**config.mk**
```make
export PLATFORM = sky130hd
export DESIGN_NAME = spi_result_receiver
export DESIGN_NICKNAME = d
export VERILOG_FILES = /design/src/rtl/spi_result_receiver.sv
export SDC_FILE = /design/constraint.sdc
export NUM_CORES = 1
export LEC_CHECK = 0
export BUFFER_PORTS_ARGS = -buffer_cell sky130_fd_sc_hd__buf_2
export CAP_MARGIN = 20
export CORE_ASPECT_RATIO = 1.5
export CORE_MARGIN = 2
export CORE_UTILIZATION = 31
export CTS_CLUSTER_DIAMETER = 100
export CTS_CLUSTER_SIZE = 24
export DETAILED_ROUTE_END_ITERATION = 10
export PLACE_DENSITY = 0.48
export SYNTH_ARGS = -nofsm -noshare
export SYNTH_HDL_FRONTEND = slang
export SYNTH_SLANG_ARGS = --single-unit
```
**constraint.sdc**
```tcl
create_clock -name clock -period 2.02 [get_ports clock]
set_input_delay 0.101 -clock clock [delete_from_list [all_inputs] [get_ports clock]]
set_output_delay 0.101 -clock clock [all_outputs]
set_load 0.02 [all_outputs]
```
**src/rtl/spi_result_receiver.sv**
```systemverilog
`timescale 1ns/1ps
// SPI mode-0 slave: synchronizes mosi/slave_select/spi_clock, deserializes MSB-first bytes and
// writes them sequentially into a result memory, flagging terminator, overflow and short frames.
module spi_result_receiver #(
  parameter int DATA_WIDTH  = 8,
  parameter int ADDR_WIDTH  = 5,
  parameter int SYNC_STAGES = 2
) (
  input  logic                  clock,
  input  logic                  reset,
  input  logic                  mosi,
  input  logic                  slave_select,
  input  logic                  spi_clock,
  output logic                  mem_enable,
  output logic                  mem_write_enable,
  output logic [ADDR_WIDTH-1:0] mem_address,
  output logic [DATA_WIDTH-1:0] mem_data,
  output logic                  byte_valid,
  output logic [ADDR_WIDTH:0]   count,
  output logic                  finished,
  output logic                  overflow,
  output logic                  frame_error
);

  localparam int CW = $clog2(DATA_WIDTH + 1);
  localparam logic [CW-1:0]     C_BITS  = CW'(DATA_WIDTH);
  localparam logic [ADDR_WIDTH:0] C_DEPTH = {1'b1, {ADDR_WIDTH{1'b0}}};

  typedef enum logic [1:0] {S_IDLE, S_RECV, S_COMMIT, S_FULL} state_t;

  logic [SYNC_STAGES-1:0] r_ss_sync, r_sclk_sync, r_mosi_sync;
  logic                   r_ss_d, r_sclk_d;
  logic                   w_ss_s, w_sclk_s, w_mosi_s;
  logic                   w_sclk_rise, w_ss_rise, w_ss_fall;

  state_t                 r_state, w_state_nxt;
  logic [DATA_WIDTH-1:0]  r_shift, w_shift_nxt;
  logic [CW-1:0]          r_bitcnt, w_bitcnt_nxt;
  logic [ADDR_WIDTH-1:0]  r_wptr, w_wptr_nxt;
  logic [ADDR_WIDTH:0]    r_count, w_count_nxt;
  logic                   r_finished, w_finished_nxt;
  logic                   r_overflow, w_overflow_nxt;
  logic                   w_write, w_frame_error;
  logic                   w_full, w_zero;

  // Idle values on reset keep a reset mid-frame from producing a spurious edge.
  always_ff @(posedge clock or posedge reset) begin
    if (reset) begin
      r_ss_sync   <= '1;
      r_sclk_sync <= '0;
      r_mosi_sync <= '0;
      r_ss_d      <= 1'b1;
      r_sclk_d    <= 1'b0;
    end else begin
      r_ss_sync   <= {r_ss_sync[SYNC_STAGES-2:0], slave_select};
      r_sclk_sync <= {r_sclk_sync[SYNC_STAGES-2:0], spi_clock};
      r_mosi_sync <= {r_mosi_sync[SYNC_STAGES-2:0], mosi};
      r_ss_d      <= w_ss_s;
      r_sclk_d    <= w_sclk_s;
    end
  end

  assign w_ss_s      = r_ss_sync[SYNC_STAGES-1];
  assign w_sclk_s    = r_sclk_sync[SYNC_STAGES-1];
  assign w_mosi_s    = r_mosi_sync[SYNC_STAGES-1];
  assign w_sclk_rise = w_sclk_s & ~r_sclk_d;
  assign w_ss_rise   = w_ss_s & ~r_ss_d;
  assign w_ss_fall   = ~w_ss_s & r_ss_d;
  assign w_full      = (r_count >= C_DEPTH);
  assign w_zero      = (r_shift == '0);

  always_ff @(posedge clock or posedge reset) begin
    if (reset) begin
      r_state    <= S_IDLE;
      r_shift    <= '0;
      r_bitcnt   <= '0;
      r_wptr     <= '0;
      r_count    <= '0;
      r_finished <= 1'b0;
      r_overflow <= 1'b0;
    end else begin
      r_state    <= w_state_nxt;
      r_shift    <= w_shift_nxt;
      r_bitcnt   <= w_bitcnt_nxt;
      r_wptr     <= w_wptr_nxt;
      r_count    <= w_count_nxt;
      r_finished <= w_finished_nxt;
      r_overflow <= w_overflow_nxt;
    end
  end

  always_comb begin
    w_state_nxt    = r_state;
    w_shift_nxt    = r_shift;
    w_bitcnt_nxt   = r_bitcnt;
    w_wptr_nxt     = r_wptr;
    w_count_nxt    = r_count;
    w_finished_nxt = r_finished;
    w_overflow_nxt = r_overflow;
    w_write        = 1'b0;
    w_frame_error  = 1'b0;
    case (r_state)
      S_IDLE: begin
        if (w_ss_fall) begin
          w_shift_nxt  = '0;
          w_bitcnt_nxt = '0;
          w_state_nxt  = S_RECV;
        end
      end
      S_RECV, S_FULL: begin
        if (r_bitcnt == C_BITS) begin
          w_bitcnt_nxt = '0;
          if (r_state == S_RECV) begin
            w_state_nxt = S_COMMIT;
          end else if (w_zero) begin
            w_finished_nxt = 1'b1;
            w_wptr_nxt     = '0;
            w_count_nxt    = '0;
            w_state_nxt    = w_ss_s ? S_IDLE : S_RECV;
          end else begin
            w_overflow_nxt = 1'b1;
          end
        end else if (w_ss_rise) begin
          // A frame edge beats a simultaneous clock edge; partial bytes are discarded.
          w_frame_error = (r_bitcnt != '0);
          w_bitcnt_nxt  = '0;
          if (r_state == S_RECV) w_state_nxt = S_IDLE;
        end else if (w_ss_fall) begin
          w_shift_nxt  = '0;
          w_bitcnt_nxt = '0;
        end else if (w_sclk_rise && !w_ss_s) begin
          w_shift_nxt  = {r_shift[DATA_WIDTH-2:0], w_mosi_s};
          w_bitcnt_nxt = r_bitcnt + CW'(1);
        end
      end
      S_COMMIT: begin
        w_state_nxt = w_ss_s ? S_IDLE : S_RECV;
        if (!w_full) begin
          w_write     = 1'b1;
          w_wptr_nxt  = r_wptr + ADDR_WIDTH'(1);
          w_count_nxt = r_count + (ADDR_WIDTH+1)'(1);
        end else begin
          w_overflow_nxt = 1'b1;
          if (!w_zero) w_state_nxt = S_FULL;
        end
        // The terminator is stored at the old pointer, then the block restarts at zero.
        if (w_zero) begin
          w_finished_nxt = 1'b1;
          w_wptr_nxt     = '0;
          w_count_nxt    = '0;
        end
      end
      default: w_state_nxt = S_IDLE;
    endcase
  end

  assign mem_enable       = w_write;
  assign mem_write_enable = w_write;
  assign byte_valid       = w_write;
  assign mem_address      = r_wptr;
  assign mem_data         = w_write ? r_shift : '0;
  assign count            = r_count;
  assign finished         = r_finished;
  assign overflow         = r_overflow;
  assign frame_error      = w_frame_error;

endmodule

```
==> results of run 1 <==
flip-flops by register name (all words and copies together), names as in the netlist:
register / flops
r_shift: 8
count: 6
mem_address: 5
r_bitcnt: 4
r_mosi_sync: 2
r_sclk_sync: 2
r_ss_sync: 2
r_state: 2
finished: 1
overflow: 1
r_sclk_d: 1
r_ss_d: 1
what timing repair did:
item | in CTS | in global routing
hold buffers | 4 | 0
endpoints found under the setup margin | 0 | 0
endpoints found under the hold margin | 35 | 0
through the flow:
| stage | hold WS [ns] | instances | setup slack [ns] | power (mW) |
|---|---|---|---|---|
| after floorplan | 0.105 | 180 | 0.0777 | 0.958 |
| after global placement | 0.206 | 280 | 0.192 | 1.03 |
| after detailed placement | 0.208 | 280 | 0.144 | 1.03 |
| after CTS | 0.352 | 292 | 0.139 | 1.61 |
| after global routing | 0.363 | 292 | 0.0368 | 1.66 |
| final | 0.350 | 292 | 0.129 | 1.58 |
area by class of cell:
type,count,share of cell area
sequential,35,0.401
clock buffer,8,0.0457
inverter,20,0.0342
timing repair buffer,42,0.115
tap,70,0.0400
multi-input combinational,117,0.364
power by group through the flow:
stage | registers (mW) | logic (mW) | clock network [mW]
2_1_floorplan | 0.778 | 0.180 | 0
5_1_grt | 0.781 | 0.273 | 0.609
3_5_place_dp | 0.789 | 0.240 | 0
6_report | 0.775 | 0.244 | 0.557
4_1_cts | 0.775 | 0.247 | 0.583
3_3_place_gp | 0.788 | 0.244 | 0
worst reg2reg max path: stages, from the launching register on:
cell and delay (ns):
dfrtp_1 0.42, inv_1 0.07, ha_1 0.18, and3b_1 0.31
nand3_1 0.17, o22a_1 0.28, a221o_1 0.35
per-layer routing:
layer,GRT usage,vias up
met5,0,-
met4,0.0424,0
met3,0.0243,4
met2,0.241,30
met1,0.178,723
li1,-,707
how the worst max path moves through the flow:
stage	depth (start not counted)	slack [ns]	endpoint
CTS	6	0.14	mem_address[4]
global placement	6	0.19	mem_address[3]
finish	6	0.13	mem_address[4]
global route	6	0.04	mem_address[4]
floorplan	4	0.08	count[4]
detailed placement	6	0.14	mem_address[4]
cells in the mapped netlist (3+ instances only):
cell type | number | area [um^2]
inv_1 | 20 | 75.1
nand2_1 | 19 | 71.3
dfrtp_1 | 32 | 801
ha_1 | 7 | 87.6
nand3_1 | 9 | 45.0
a21oi_1 | 9 | 45.0
dfstp_2 | 3 | 78.8
o21ai_1 | 4 | 20.0
clkbuf_1 | 4 | 15.0
a31oi_1 | 5 | 31.3
and2_1 | 4 | 25.0
nor2_1 | 5 | 18.8
a221o_1 | 3 | 30.0
mux2i_1 | 11 | 110
nor3_1 | 9 | 45.0
nand2b_1 | 6 | 37.5
kinds of logic after synthesis:
kind of cell	synth area share
and+or+nand+nor	0.197
AOI/OAI and AO/OA	0.138
DFF	0.491
buffers and inverters	0.0636
muxes	0.0615
adders and majority gates	0.0489
placed cells by master (no fill, tap or decap), drive strengths merged, types with 2 or more instances in the layout:
cell / netlist / routed
nor3: 9 / 9
ha: 7 / 7
nor4: 3 / 3
dfrtp: 32 / 32
and2: 4 / 4
o21ai: 6 / 6
mux2i: 11 / 11
dfstp: 3 / 3
nor2: 5 / 5
o31ai: 2 / 2
nor3b: 2 / 2
nand3: 9 / 9
nand2: 19 / 19
a21oi: 9 / 9
nand2b: 6 / 6
a31oi: 5 / 5
o22ai: 3 / 3
a221o: 3 / 3
buf: 4 / 38
inv: 20 / 20
dlygate4sd3: 0 / 4
nor4b: 2 / 2
clkbuf: 4 / 8
==> summary.md, run 1 <==
| Metric | Value |
|---|---|
| Status | finished, final reports clean |
| GRT Total Usage | 0.141 |
| Placer Congestion | 0.768 |
| Hold depth | 0 |
| Total core area | 5530 um^2 |
| First-pass GRT wire length | 7170 um |
| Sequential Area | 880 um^2 |
| Routed length per instance | 13.8 um |
| Critical Path Source | r_bitcnt[0] |
| Starting density of the core | 0.324 |
| Largest net degree at the start of global routing | 36 |
| Hold Path Origin | r_sclk_sync[0] |
| TNS Setup | 0 ns |
| Fin. Hold Viols | 0 |
| Warnings, synthesis | 0 |
| Relative slew margins | 0.551 |
| Critical Path RT | 2.19 ns |
| Clock Tree Buf Depth | 2 |
| Slowest CP cell | dfrtp_1 |
| Post CTS Setup Buffer Count | 0 |
| Vias per cell | 5.01 |
| Die area | 6410 um^2 |
| Maximum vdd drop | 320 uV |
| HPWL Detailed | 2930 um |
| Met3 WL post-DR | 148 um |
| GRT overflow | 0 |
| Critical path's largest stage delay | 0.42 ns |
| RSZ-0062 raised after global routing | no |
| Sw Pwr | 422 uW |
| Mapped Cells | 180 |
| Iteration-0 DRC count of the detailed router | 33 |
| CP delay by family, top | compound AO/OA/AOI/OAI gates |
| DRC viols | 0 |
| Top sig layer | met4 |
| Reg2reg setup slack | 0.13 ns |
| Vias | 1464 |
| Vias in the first global route | 1503 |
| Layout net count | 233 |
| Resized Gates After CTS | 0 |
| Net Sw Frac | 0.268 |
| P_int | 1.15 mW |
| Die width | 66.1 um |
| CP Data Arrival Time | 2.06 ns |
| Worst-margin pin slew | 0.674 ns |
| Antenna Nets Post-Route | 0 |
| Drt pass-1 iters | 4 |
| Synth async-reset ratio | 1.00 |
| IO Port Bufs | 29 |
| Fillers | 592 |
| Seq/Total Area, Yosys | 0.491 |
| Bufs and invs on worst path | 1 |
| Achievable Freq | 529 MHz |
| Rows | 33 |
| RR Endpoint | mem_address[4] |
| Diode count | 0 |
| Num CTS Buffers | 5 |
| Period utilization | 0.936 |
| Combinational group share of total power | 0.155 |
| RR Startpoint | r_bitcnt[0] |
| Fin. max-slew vios | 0 |
| Ys flop type | dfrtp_1 |
| Util after Layout | 0.396 |
| Min-Delay Path Class | reg2reg |
| Number of synthesized flops with an enable pin | 0 |
| Endpoints failing setup | 0 |
| Worst Path Max Fanout | 6 |
| CP endpoint kind | flip-flop |
| Startpoint class of the critical path | flip-flop |
| Placement Cell Area | 2050 um^2 |
| Multi-input gate area | 797 um^2 |
| WS Path Type | reg2reg |
| Final setup skew | 0.00305 ns |
| H-tree depth | 2 |
| Total leakage power | 1.04 nW |
| Clk network pwr share | 0.353 |
| Clock Pin Slew Worst Setup and Hold Paths | 0.07 ns |
| Fin area | 2190 um^2 |
| Tmin final | 1.89 ns |
| Syn Std Cell Area | 1790 um^2 |
| Synth unique cells | 39 |
| Clk sinks | 35 |
| Avg Synthesized Cell Area | 9.95 um^2 |
| Initial antenna violation count | 0 |
| Boundary Pins | 30 |
| Root Driver | clkbuf_8 |
| Synth-to-layout area growth | 22.4% |
| Fraction of layout cells with a size suffix above 1 | 0.234 |
| Met2 WL | 2090 um |
| Die Y | 97.1 um |
| Final WL | 4030 um |
| Crit path cell chain | inv_1, ha_1, and3b_1, nand3_1, o22a_1, a221o_1 |
| Worst-skew pair later-pin latency | 0.28 ns |
| Pwr/cell area | 719 nW/um^2 |
| CTS tree | done |
| Path depth of the worst reg2reg path | 6 |
| Max_cap viols | 0 |
| M1 WL | 1750 um |
| Hold Path End | r_sclk_sync[1] |
| #FFs+latches synth | 35 |
| Reg power frac | 0.492 |
| Net Count, Synth | 192 |
No activity file was read; power rests on OpenSTA's default activity.
==> inputs of run 2 (changes only) <==
- CELL_PAD_IN_SITES_DETAIL_PLACEMENT: unset -> 0
- CELL_PAD_IN_SITES_GLOBAL_PLACEMENT: unset -> 1
- PLACE_DENSITY: 0.48 -> 0.59
==> summary.md, run 2 (synthesized netlist as in run 1, its figures left out) <==
| Metric | Value |
|---|---|
| Min-Delay Path Class | reg2reg |
| First-pass GRT wire length | 7130 um |
| RR Startpoint | r_bitcnt[0] |
| Worst Path Max Fanout | 6 |
| DRC viols | 0 |
| Max_cap viols | 0 |
| CTS tree | done |
| RR Endpoint | mem_address[3] |
| Maximum vdd drop | 363 uV |
| PnR worst setup slack | 0.188 ns |
| Multi-input gate area | 798 um^2 |
| Pre-CTS setup slack | 0.156 ns |
| Fin. Hold Viols | 0 |
| Hold Path Origin | r_mosi_sync[0] |
| Period utilization | 0.907 |
| Clk sinks | 35 |
| TNS Setup | 0 ns |
| Critical Path RT | 2.19 ns |
| Rows | 33 |
| CP endpoint kind | flip-flop |
| Iteration-0 DRC count of the detailed router | 36 |
| GRT Total Usage | 0.142 |
| Critical Path Source | r_bitcnt[0] |
| H-tree depth | 2 |
| Reg2reg setup slack | 0.19 ns |
| Relative slew margins | 0.564 |
| Final WL | 4130 um |
| Layout net count | 231 |
| Path depth of the worst reg2reg path | 6 |
| Commonest non-fill, non-tap cell in the layout | dfrtp_1 |
| Num CTS Buffers | 5 |
| Antenna Nets Post-Route | 0 |
| Drt pass-1 iters | 4 |
| Sequential Area | 880 um^2 |
| CP Data Arrival Time | 2.00 ns |
| Total leakage power | 1.02 nW |
| Die Y | 97.1 um |
| Fraction of layout cells with a size suffix above 1 | 0.223 |
| Achievable Freq | 546 MHz |
| Clock Tree Buf Depth | 2 |
| Worst-skew pair later-pin latency | 0.28 ns |
| Diode count | 0 |
| Placer Congestion | 0.808 |
| WS Path Type | reg2reg |
| GRT overflow | 0 |
| Starting density of the core | 0.324 |
| Tmin final | 1.83 ns |
| Largest net degree at the start of global routing | 36 |
| Hold depth | 0 |
| Util after Layout | 0.390 |
| Final setup skew | 0.00341 ns |
| Pwr/cell area | 693 nW/um^2 |
| IO Port Bufs | 29 |
| Routed length per instance | 14.2 um |
| Root Driver | clkbuf_8 |
| Fin. max-slew vios | 0 |
| Endpoints failing setup | 0 |
| Fillers | 589 |
| HPWL Detailed | 3130 um |
| Hold Path End | r_mosi_sync[1] |
| Die width | 66.1 um |
| Boundary Pins | 30 |
| RSZ-0062 raised after global routing | no |
| Most flop-heavy register | r_shift |
| Status | finished, final reports clean |
| Clock Pin Slew Worst Setup and Hold Paths | 0.07 ns |
| Die area | 6410 um^2 |
| Vias | 1467 |
| Worst-margin pin slew | 0.653 ns |
| Synth-to-layout area growth | 20.5% |
| Startpoint class of the critical path | flip-flop |
| Most frequent cells in the layout | dfrtp_1, buf_2, inv_1 |
| Vias in the first global route | 1535 |
| Initial antenna violation count | 0 |
| Placement Cell Area | 2040 um^2 |
| Total core area | 5530 um^2 |
| Largest register FFs | 8 |
| Fin area | 2160 um^2 |
| Vias per cell | 5.06 |
## run 2: report_power, final
part	switching [mW]	leakage, nW	internal, mW	total (mW)
sequential	0.0458	0.463	0.737	0.783
clock	0.238	0.0395	0.245	0.483
combinational	0.132	0.517	0.0988	0.231
total	0.416	1.02	1.08	1.50
## run 2: worst max-delay path by stage
| stage | endpoint | slack, ns | depth (start not counted) |
|---|---|---|---|
| after global routing | r_bitcnt[3] | 0.002 | 7 |
| final | mem_address[3] | 0.19 | 6 |
| after global placement | mem_address[4] | 0.20 | 6 |
| after detailed placement | mem_address[4] | 0.16 | 6 |
| after CTS | mem_address[3] | 0.14 | 6 |
| after floorplan | count[4] | 0.08 | 4 |
## run 2: layer usage
metal  vias to the layer above  share of wire  GRT usage
met5                         -              0          0
met4                         0          0.016     0.0424
met3                         7          0.031     0.0278
met2                        35           0.54      0.260
met1                       721           0.41      0.162
li1                        704              -          -
## run 2: layout make-up
type,instances,share of cell area
inverter,20,0.0348
multi-input combinational,117,0.370
clock buffer,8,0.0371
timing repair buffer,40,0.110
sequential,35,0.408
tap,70,0.0406
## run 2: repair_timing
action	CTS	global route
hold buffers	4	0
endpoints found under the hold margin	35	0
endpoints found under the setup margin	0	6
buffers inserted	0	0
resized for setup	0	1
## run 2: through the flow
stage / cells / total power [mW] / hold slack, ns
6_report: 290 / 1.50 / 0.349
5_1_grt: 290 / 1.59 / 0.358
4_1_cts: 290 / 1.52 / 0.352
3_5_place_dp: 278 / 1.02 / 0.208
3_3_place_gp: 278 / 1.02 / 0.206
2_1_floorplan: 180 / 0.958 / 0.105
## run 2: worst max-delay path: stages (launching register included)
cell,delay [ns]
dfrtp_1,0.43
inv_1,0.08
ha_1,0.18
and3b_2,0.27
nand3_1,0.14
o22a_1,0.27
a221o_1,0.36
